--- config.mk ---
export PLATFORM = sky130hd
export DESIGN_NAME = fetch_queue
export DESIGN_NICKNAME = d
export VERILOG_FILES = /design/src/rtl/fetch_queue.sv
export SDC_FILE = /design/constraint.sdc
export NUM_CORES = 1
export LEC_CHECK = 0
export CAP_MARGIN = 0
export CORE_MARGIN = 5
export CORE_UTILIZATION = 56
export CTS_CLUSTER_SIZE = 40
export DETAILED_ROUTE_END_ITERATION = 10
export PLACE_DENSITY_LB_ADDON = 0.12
export SLEW_MARGIN = 40
export SYNTH_ARGS = -nofsm -noshare
export SYNTH_HDL_FRONTEND = slang
export SYNTH_SLANG_ARGS = --single-unit
--- constraint.sdc ---
create_clock -name clk -period 3.8 [get_ports clk]
set_input_delay 0.76 -clock clk [delete_from_list [all_inputs] [get_ports clk]]
set_output_delay 0.76 -clock clk [all_outputs]
set_load 0.02 [all_outputs]
--- src/rtl/fetch_queue.sv ---
// fetch_queue: instruction fetch stage feeding the decode stage.
// Issues word reads to instruction memory, tracks in-flight requests
// with a credit scheme, and buffers returned words with their PC in a
// small FIFO. A redirect flushes the FIFO, marks in-flight responses for
// discard and restarts fetch at the new target.
// Optional build macro: FETCH_QUEUE_PERF_EN adds perf_fetched/perf_flushed.

module fetch_queue #(
   parameter int          DEPTH           = 4,
   parameter int          MAX_OUTSTANDING = 2,
   parameter logic [31:0] RESET_PC        = 32'h0
) (
   input  logic        clk,
   input  logic        reset,
   output logic        mem_req_valid,
   input  logic        mem_req_ready,
   output logic [31:0] mem_req_addr,
   input  logic        mem_rsp_valid,
   input  logic [31:0] mem_rsp_data,
   input  logic        redirect_valid,
   input  logic [31:0] redirect_pc,
   output logic        out_valid,
   input  logic        out_ready,
   output logic [31:0] out_pc,
   output logic [31:0] out_instr
`ifdef FETCH_QUEUE_PERF_EN
   ,
   output logic [31:0] perf_fetched,
   output logic [31:0] perf_flushed
`endif
);

   localparam int PTR_W = $clog2(DEPTH);
   localparam int CNT_W = $clog2(DEPTH + 1);
   localparam logic [CNT_W:0] DEPTH_C = (CNT_W + 1)'(DEPTH);
   localparam logic [CNT_W:0] MAX_C   = (CNT_W + 1)'(MAX_OUTSTANDING);

   logic [31:0]      r_fetchPc;
   logic [31:0]      r_rspPc;
   logic [CNT_W-1:0] r_count;
   logic [CNT_W-1:0] r_outstanding;
   logic [CNT_W-1:0] r_discard;
   logic [PTR_W-1:0] r_head;
   logic [PTR_W-1:0] r_tail;
   logic [31:0]      r_pcMem    [DEPTH];
   logic [31:0]      r_instrMem [DEPTH];

   logic [CNT_W:0]   w_credit;
   logic             w_issueOk;
   logic             w_reqFire;
   logic             w_rspLive;
   logic             w_push;
   logic             w_drop;
   logic             w_pop;
   logic [31:0]      w_redirTarget;
   logic [CNT_W-1:0] w_outAfterRsp;

   // Credit check counts buffered plus in-flight words so a response can never find the FIFO full.
   always_comb begin
      w_credit      = {1'b0, r_count} + {1'b0, r_outstanding};
      w_issueOk     = !redirect_valid && (w_credit < DEPTH_C) && ({1'b0, r_outstanding} < MAX_C);
      w_reqFire     = w_issueOk && mem_req_ready;
      w_rspLive     = mem_rsp_valid && (r_outstanding != '0);
      w_drop        = w_rspLive && (redirect_valid || (r_discard != '0));
      w_push        = w_rspLive && !redirect_valid && (r_discard == '0);
      w_pop         = out_valid && out_ready && !redirect_valid;
      w_redirTarget = redirect_pc & 32'hFFFF_FFFC;
      w_outAfterRsp = r_outstanding - CNT_W'(w_rspLive);
   end

   // Request and head outputs; the head is forced to zero while the FIFO is empty.
   always_comb begin
      mem_req_valid = w_issueOk && !reset;
      mem_req_addr  = r_fetchPc;
      out_valid     = (r_count != '0);
      out_pc        = out_valid ? r_pcMem[r_head]    : 32'h0;
      out_instr     = out_valid ? r_instrMem[r_head] : 32'h0;
   end

   // Fetch/response PCs, counters and FIFO pointers; a redirect overrides every other update.
   always_ff @(posedge clk or posedge reset) begin
      if (reset) begin
         r_fetchPc     <= RESET_PC;
         r_rspPc       <= RESET_PC;
         r_count       <= '0;
         r_outstanding <= '0;
         r_discard     <= '0;
         r_head        <= '0;
         r_tail        <= '0;
      end else if (redirect_valid) begin
         r_fetchPc     <= w_redirTarget;
         r_rspPc       <= w_redirTarget;
         r_count       <= '0;
         r_head        <= '0;
         r_tail        <= '0;
         r_outstanding <= w_outAfterRsp;
         r_discard     <= w_outAfterRsp;
      end else begin
         if (w_reqFire) begin
            r_fetchPc <= r_fetchPc + 32'd4;
         end
         r_outstanding <= w_outAfterRsp + CNT_W'(w_reqFire);
         if (w_drop) begin
            r_discard <= r_discard - CNT_W'(1);
         end
         if (w_push) begin
            r_rspPc <= r_rspPc + 32'd4;
            r_tail  <= r_tail + PTR_W'(1);
         end
         if (w_pop) begin
            r_head <= r_head + PTR_W'(1);
         end
         case ({w_push, w_pop})
            2'b10:   r_count <= r_count + CNT_W'(1);
            2'b01:   r_count <= r_count - CNT_W'(1);
            default: r_count <= r_count;
         endcase
      end
   end

   // FIFO storage needs no reset since reads are gated by the entry count.
   always_ff @(posedge clk) begin
      if (w_push) begin
         r_pcMem[r_tail]    <= r_rspPc;
         r_instrMem[r_tail] <= mem_rsp_data;
      end
   end

`ifdef FETCH_QUEUE_PERF_EN
   logic [31:0] r_perfFetched;
   logic [31:0] r_perfFlushed;
   logic [31:0] w_flushAdd;

   // Flushed work is every dropped response plus whatever the FIFO held when a redirect hit.
   always_comb begin
      w_flushAdd = (redirect_valid ? 32'(r_count) : 32'h0) + 32'(w_drop);
   end

   // Free-running event counters that wrap naturally at 2^32.
   always_ff @(posedge clk or posedge reset) begin
      if (reset) begin
         r_perfFetched <= 32'h0;
         r_perfFlushed <= 32'h0;
      end else begin
         if (w_push) begin
            r_perfFetched <= r_perfFetched + 32'd1;
         end
         r_perfFlushed <= r_perfFlushed + w_flushAdd;
      end
   end

   assign perf_fetched = r_perfFetched;
   assign perf_flushed = r_perfFlushed;
`endif

endmodule

==> results.txt, run 1 <==
----------------------------------------------------
[Setup path]
  Category of the worst setup path capture point ... primary output
  Start-to-end type of the worst setup path ... reg -> out
  Crit. path cell count ... 4
  Total buffers and inverters traversed by the critical path ... 2
  Worst Path Required ... 3.04 ns
  Gate family responsible for the most delay along the worst path ... buffers and inverters
  Sort of element at the start of the critical path ... flop
  Critical path's largest stage delay ... 0.61 ns
  Depth of the most critical reg-to-reg path ... 7
  Crit path DAT ... roughly 2.7 ns
  Slowest-stage cell, CP ... dfrtp_4
  Ordered cell list for the critical path ... buf_4 > mux4_2 > and2_1 > clkdlybuf4s50_1
  Max Fanout on Critical Path ... 13

[Clocking]
  CTS-repair resized insts ... 0
  CTS tree ... done
  Number of buffers inserted during clock tree synthesis ... 30
  Clock latency of the later-clocked register in the worst-skew pair ... between 0.5 and 0.6 ns
  Number of sinks on the clock net ... 321
  Clock slew seen by the registers of the worst setup and hold paths ... about 0.070 ns
  CTS max path bufs ... 3
  Post CTS Setup Buffer Count ... 0
  Root Buffer ... clkbuf_16
  H-tree Lvls ... 1
  Total of hold buffers inserted after clock tree synthesis ... 0

[Yosys]
  Register bit total from synthesis ... 321
  Average footprint of a synthesized cell ... around 16 um^2
  Combined area of all synthesized cells ... 13,710 um^2
  Largest cells by area after synthesis ... edfxtp_1 54%, dfrtp_1 13%, mux4_2 10%, and2_1 3.2%, xnor2_1 2.0%
  Unique cell type count in the Yosys netlist ... 55
  Cell type with the highest aggregate area in the netlist ... edfxtp_1
  Sequential area share after synthesis ... 0.6766
  Share of synthesized flip-flops with an asynchronous set or reset ... 0.2274
  Post-synthesis instance total ... ~870
  Synth Warn # ... 0
  Top-count cell post-synth ... edfxtp_1
  Post-synth top area share ... 0.5434
  Most instantiated cells after synthesis ... 248 x edfxtp_1, 73 x dfrtp_1, 70 x and2_1, 62 x mux4_2, 53 x nand2_1
  Number of enable-type register cells in the synthesized netlist ... between 200 and 250
  Commonest register cell after synthesis ... edfxtp_1

[GRT]
  Congestion Overflow GR ... 0
  Number of global-route vias before repair ... roughly 8,200
  Largest net degree at the start of global routing ... 74
  Antenna violations before repair ... 0
  GR Util All Layers ... 0.2020
  Wire length of the first global-routing pass ... between 40,000 and 50,000 um

[Pwr]
  Part of the total power dissipated in combinational logic ... 0.287
  Power density relative to cell area ... 621.1 nW/um^2
  Fraction of power spent switching nets ... 0.2843
  Flop pwr share ... 0.405
  Net Switching ... between 2 and 3 mW
  Static Leakage ... about 5.7 nW
  Clock share of power ... 0.308
  Maximum ir drop on the vdd rail ... ~0.4 mV
  Internal cell power ... ~7.5 mW

[Hold path]
  Number of stages on the worst hold path ... 1
  Path type of the worst min-delay path ... reg -> reg

[STA]
  Setup repair after global routing missed its margin ... no
  Worst hold slack ... between 0.5 and 0.6 ns
  Worst Max-Slew Pin Slew ... 0.7981 ns
  Worst setup margin ... around 0.33 ns
  Final hold violations ... 0
  Final setup violation count ... 0
  Worst slew slack as a fraction of its limit ... 0.4679
  Post-Route Setup TNS ... 0 ns
  Max Freq ... between 200 and 300 MHz
  Final critical delay including setup and external delays ... 3.471 ns
  Final number of max-transition violations ... 0
  Clock Skews ... about 0.015 ns
  Tcrit/Tclk final ... 0.9135

[Finish]
  Nets@finish ... 1,126
  Share of final-layout standard cells stronger than drive strength 1 ... 0.1408
  Fill count ... ~1,600
  Layout overhead on the synthesized area ... 22.76%
  Final Instance Count excl. Fillers ... 1,389
  Diodes inserted ... 0

[Placement]
  Number of buffers added on ports ... around 160
  Detail Placement HPWL ... about 18,000 um
  Post-place setup slack ... 0.5912 ns
  Total instance count after detailed placement ... about 1,300
  Routability cong. ... ~0.85

[Die]
  Area of the die ... 27,700 um^2
  Core outline area ... 24,180 um^2
  DIE HEIGHT ... between 150 and 200 um
  Effective utilization at floorplan ... 0.5669
  Top-level port count ... around 170
  Row Count ... 57
  Die X-Extent ... about 170 um

[Detailed routing]
  Via count normalized by instance count ... 5.730
  Detail-routed net length per standard cell ... around 20 um
  Detailed-router iteration count before antenna repair ... 5
  Final ANT Viol Nets ... 0
  Total via count in the routed design ... between 7,000 and 8,000
  Initial detailed-routing violation count ... roughly 530
  Final wirelength ... about 28,000 um
  Post-detailed-route DRC marker count ... 0

[Run status]
  Run status ... completed

[Run]
  Max_cap viols ... 0

----------------------------------------------------
==> per-stage QoR <==
stage	cell area [um^2]	utilization	power (mW)
after floorplan	13720	-	6.068
after global placement	15730	0.6506	7.294
after detailed placement	15740	0.6510	7.350
after CTS	16820	0.6959	10.56
after global routing	16820	0.6959	10.93
final	16820	0.6959	10.45
==> state kept, by name (all words and copies together) (netlist names), 3 cells and up <==
name	cells
mem_req_addr	30
r_count	3
r_discard	3
r_instrMem	128
r_outstanding	3
r_pcMem	120
r_rspPc	30
==> kinds of logic (layout without fill, tap and decap cells) <==
| kind of cell | after synthesis | count (layout) | synth area share |
|---|---|---|---|
| buf+inv | 74 | 262 | 0.02529 |
| flops | 321 | 321 | 0.6766 |
| mux | 70 | 70 | 0.1079 |
| fa+ha+maj | 15 | 15 | 0.01424 |
| xor+xnor | 40 | 40 | 0.02556 |
| compound gates | 93 | 93 | 0.04236 |
| other cells | 1 | 4 | 0.0002736 |
| simple gates | 260 | 260 | 0.1077 |
==> final cells by class <==
type | instances | area [um^2] | share of cell area
multi-input cells | 482 | 4109 | 0.2442
repair buffers | 179 | 1846 | 0.1097
inverters | 27 | 101.3 | 0.006024
clock inverters | 22 | 277.8 | 0.01651
clock buffers | 34 | 807.0 | 0.04797
flip-flops and latches | 321 | 9279 | 0.5515
well taps | 324 | 405.4 | 0.02409
==> final timing paths <==
check                      slack (ns)                    startpoint                      endpoint
hold reg to reg                  0.53  mem_req_addr[31]$_DFFE_PP0P_  mem_req_addr[31]$_DFFE_PP0P_
setup reg to reg                 1.31      r_discard[0]$_DFFE_PP0P_      r_pcMem[3][13]$_DFFE_PP_
max in group asynchronous        2.51                         reset         r_head[0]$_DFFE_PP0P_
min in group asynchronous        0.74                         reset      r_discard[0]$_DFFE_PP0P_
hold / removal                   0.53  mem_req_addr[31]$_DFFE_PP0P_  mem_req_addr[31]$_DFFE_PP0P_
setup / recovery                 0.33         r_head[0]$_DFFE_PP0P_                    out_pc[19]
==> layout by cell type (no fill, tap or decap), drive strengths merged, types with 2 or more instances in the layout <==
master,synthesis,layout
nor2,32,32
buf,17,19
nand4,15,15
a21oi,7,7
and3,3,3
a41oi,2,2
o21ai,44,44
and4,2,2
nor4,16,16
nor3,20,20
conb,1,4
or3,4,4
nor2b,2,2
ha,14,14
dfrtp,73,73
nand2,53,53
clkbuf,29,34
mux4,62,62
bufinv,0,7
clkinv,0,14
o211ai,11,11
nand3,32,32
inv,27,27
clkdlybuf4s50,0,160
xor2,8,8
o311ai,13,13
edfxtp,248,248
mux2i,6,6
nand3b,2,2
and2,70,70
a31oi,9,9
xnor2,32,32
mux2,2,2
a21boi,2,2
or4,3,3
or2,2,2
==> power groups by stage <==
stage / clock, mW / sequential [mW] / combinational [mW]
final: 3.22 / 4.23 / 3.00
after global routing: 3.43 / 4.26 / 3.24
after CTS: 3.27 / 4.23 / 3.06
after detailed placement: 0 / 4.30 / 3.05
after global placement: 0 / 4.29 / 3.00
after floorplan: 0 / 4.25 / 1.82
==> per-layer routing <==
| metal | wire (um) | global-route usage |
|---|---|---|
| met5 | 0 | 0 |
| met4 | 397 | 0.03842 |
| met3 | 1707 | 0.03935 |
| met2 | 13650 | 0.3317 |
| met1 | 12470 | 0.2895 |
Note: power is estimated with default switching activity, not from simulation.
==> run 2, diff against run 1 <==
- ABC_AREA: not set -> 0
- MAX_ROUTING_LAYER: not set -> met4
- clock period: 3.8 -> 3.43 ns (I/O delays scaled with it)
==> results.txt, run 2 (synthesis gave the netlist of run 1 again) <==
----------------------------------------------------
[Finish]
  Diodes inserted ... 0 (unchanged)
  Nets@finish ... 1,131 (+0.44%)
  Most frequent standard cell in the layout excluding fill and tap cells ... edfxtp_1
  Top Registers ... r_instrMem: 128 flops, r_pcMem: 120 flops
  Layout Cell Area excl Fill ... 16,950 um^2 (+0.74%)
  Share of final-layout standard cells stronger than drive strength 1 ... 0.1485 (+0.007614)
  Largest register FFs ... 128 (unchanged)
  Most frequent cells in the layout ... 248 x edfxtp_1, 160 x clkdlybuf4s50_1, 71 x dfrtp_1
  Layout overhead on the synthesized area ... 23.66%
  Register name with the most flops ... r_instrMem
  Fill count ... 1,607 (+0.63%)

[Clocking]
  Root Buffer ... clkbuf_16
  Number of buffers inserted during clock tree synthesis ... 34 (+13%)
  Clock slew seen by the registers of the worst setup and hold paths ... 0.06 ns (about the same)
  CTS tree ... done
  Number of sinks on the clock net ... 321 (unchanged)
  Clock latency of the later-clocked register in the worst-skew pair ... 0.51 ns (-0.03 ns)
  H-tree Lvls ... 2 (+1)
  Post CTS Setup Buffer Count ... 0 (unchanged)
  CTS max path bufs ... 3 (unchanged)

[Setup path]
  Register-to-register setup slack ... 0.94 ns (-0.37 ns)
  Critical path's largest stage delay ... 0.59 ns (-0.02 ns)
  Worst Path Required ... 2.74 ns (-0.30 ns)
  Sort of element at the start of the critical path ... flop
  Category of the worst setup path capture point ... primary output
  Crit path DAT ... 2.62 ns (-0.09 ns)
  Ordered cell list for the critical path ... or3_2 > buf_4 > and2_1 > clkdlybuf4s50_1
  Slowest-stage cell, CP ... clkdlybuf4s50_1
  Max Fanout on Critical Path ... 64 (+51)
  Worst reg2reg startpoint ... r_rspPc[4]$_DFFE_PP0N_
  Reg-to-reg critical path endpoint ... r_rspPc[26]$_DFFE_PP0N_
  Depth of the most critical reg-to-reg path ... 5 (-2)
  Start-to-end type of the worst setup path ... reg -> out

[Die]
  Area of the die ... 27,700 um^2 (unchanged)
  Row Count ... 57 (unchanged)
  Die X-Extent ... 166.4 um (unchanged)
  Top-level port count ... 168 (unchanged)
  Core outline area ... 24,180 um^2 (unchanged)
  DIE HEIGHT ... 166.4 um (unchanged)
  Effective utilization at floorplan ... 0.5669 (unchanged)

[STA]
  Final setup violation count ... 0 (unchanged)
  Worst slew slack as a fraction of its limit ... 0.4838 (+0.01590)
  Worst setup margin ... 0.1207 ns (-0.2081 ns)
  Clock Skews ... 0.02144 ns (+0.005967 ns)
  Final critical delay including setup and external delays ... about 3.3 ns
  Final number of max-transition violations ... 0 (unchanged)
  Worst Max-Slew Pin Slew ... 0.7743 ns (-0.02384 ns)
  Setup repair after global routing missed its margin ... no
  Final hold violations ... 0 (unchanged)
  Post-Route Setup TNS ... 0 ns (unchanged)
  Tcrit/Tclk final ... 0.9648
  Max Freq ... just over 300 MHz
  Worst hold slack ... 0.5238 ns (-0.001459 ns)

[Placement]
  Area of placed instances ... 15,750 um^2 (about the same)
  Detail Placement HPWL ... 17,250 um (-3.8%)
  Routability cong. ... 0.8336 (-1.3%)
  Number of buffers added on ports ... 161 (unchanged)
  Post-place setup slack ... 0.6058 ns (+0.01457 ns)

[Detailed routing]
  Via count normalized by instance count ... 5.721 (-0.15%)
  Detail-routed net length per standard cell ... 19.78 um (-2.7%)
  Final ANT Viol Nets ... 0 (unchanged)
  Final wirelength ... 27,590 um (-2.3%)
  Post-detailed-route DRC marker count ... 0 (unchanged)
  Detailed-router iteration count before antenna repair ... 5 (unchanged)
  Initial detailed-routing violation count ... 481 (-9.8%)
  Total via count in the routed design ... 7,981 (+0.28%)

[Run]
  Max_cap viols ... 0 (unchanged)

[Pwr]
  Power density relative to cell area ... 697.2 nW/um^2 (+12%)
  Maximum ir drop on the vdd rail ... 0.4662 mV (+18%)
  Static Leakage ... 5.774 nW (+1.1%)

[GRT]
  Antenna violations before repair ... 0 (unchanged)
  GR Util All Layers ... 0.2059 (+0.003865)
  Wire length of the first global-routing pass ... 44,620 um (-1.6%)
  Largest net degree at the start of global routing ... 74 (unchanged)
  Number of global-route vias before repair ... 8,267 (+0.80%)
  Congestion Overflow GR ... 0 (unchanged)

[Hold path]
  Path type of the worst min-delay path ... reg -> reg
  End of the worst hold path ... mem_req_addr[31]$_DFFE_PP0P_
  Number of stages on the worst hold path ... 1 (unchanged)
  Hold path start ... mem_req_addr[31]$_DFFE_PP0P_

[Run status]
  Run status ... completed

----------------------------------------------------
run 2: cell types whose count changed in the layout (fill, tap and decap cells not counted):
| cell | change |
|---|---|
| clkinv_1 | -7 |
| clkinv_2 | +4 |
| clkinvlp_4 | +2 |
| clkbuf_16 | +7 |
| clkbuf_8 | -1 |
| or3_2 | +1 |
| or3_4 | -1 |
| clkbuf_1 | +4 |
| inv_2 | -1 |
| bufinv_16 | -2 |
| clkinvlp_2 | -1 |
| buf_6 | +1 |
run 2: final cells by class:
class                           count  area [um^2]  share of cell area
Inverter                           27        105.1            0.006201
Clock buffer                       44        983.4             0.05802
Multi-Input combinational cell    482         4105              0.2422
Sequential cell                   321         9279              0.5475
Tap cell                          324        405.4             0.02392
Clock inverter                     17        214.0             0.01262
Timing Repair Buffer              180         1857              0.1096
run 2: per-layer routing:
layer | global-route usage | share of wire
met1 | 0.2893 | 0.45
met2 | 0.3234 | 0.48
met3 | 0.03247 | 0.056
met4 | 0.05052 | 0.013
met5 | - | 0
run 2: timing repair:
item / in CTS / in global routing
endpoints found under the setup margin: 0 / 8
endpoints found under the hold margin: 0 / 0
gates resized for setup: 0 / 1
hold buffers: 0 / 0
run 2: stage by stage:
stage	utilization	power, mW	std cells
global placement	0.6511	8.073	1334
detailed placement	0.6513	8.122	1334
CTS	0.7009	11.96	1395
finish	0.7010	11.82	1395
floorplan	-	6.722	877
global route	0.7010	12.38	1395
run 2: worst max-delay path: cells and delay by family, from the launching register on:
kind	cells	cell delay, ns
buf+inv	2	0.89
flops	1	0.45
simple gates	2	0.71
run 2: worst max-delay path by stage:
stage,startpoint,to,slack [ns],cells past startpoint
after CTS,r_head[0]$_DFFE_PP0P_,out_instr[31],0.05,4
after global placement,r_head[0]$_DFFE_PP0P_,out_instr[31],0.62,4
after global routing,r_count[0]$_DFFE_PP0P_,out_pc[16],0.01,4
final,r_count[0]$_DFFE_PP0P_,out_pc[16],0.12,4
after detailed placement,r_head[0]$_DFFE_PP0P_,out_instr[31],0.61,4
after floorplan,mem_rsp_valid,r_instrMem[0][0]$_DFFE_PP_,0.19,5
run 2: report_power, final:
group	internal [mW]	total (mW)	leakage, nW	switching [mW]
Combinational	1.64	3.34	2.06	1.70
Sequential	4.42	4.65	3.12	0.225
Clock	2.40	3.83	0.591	1.42
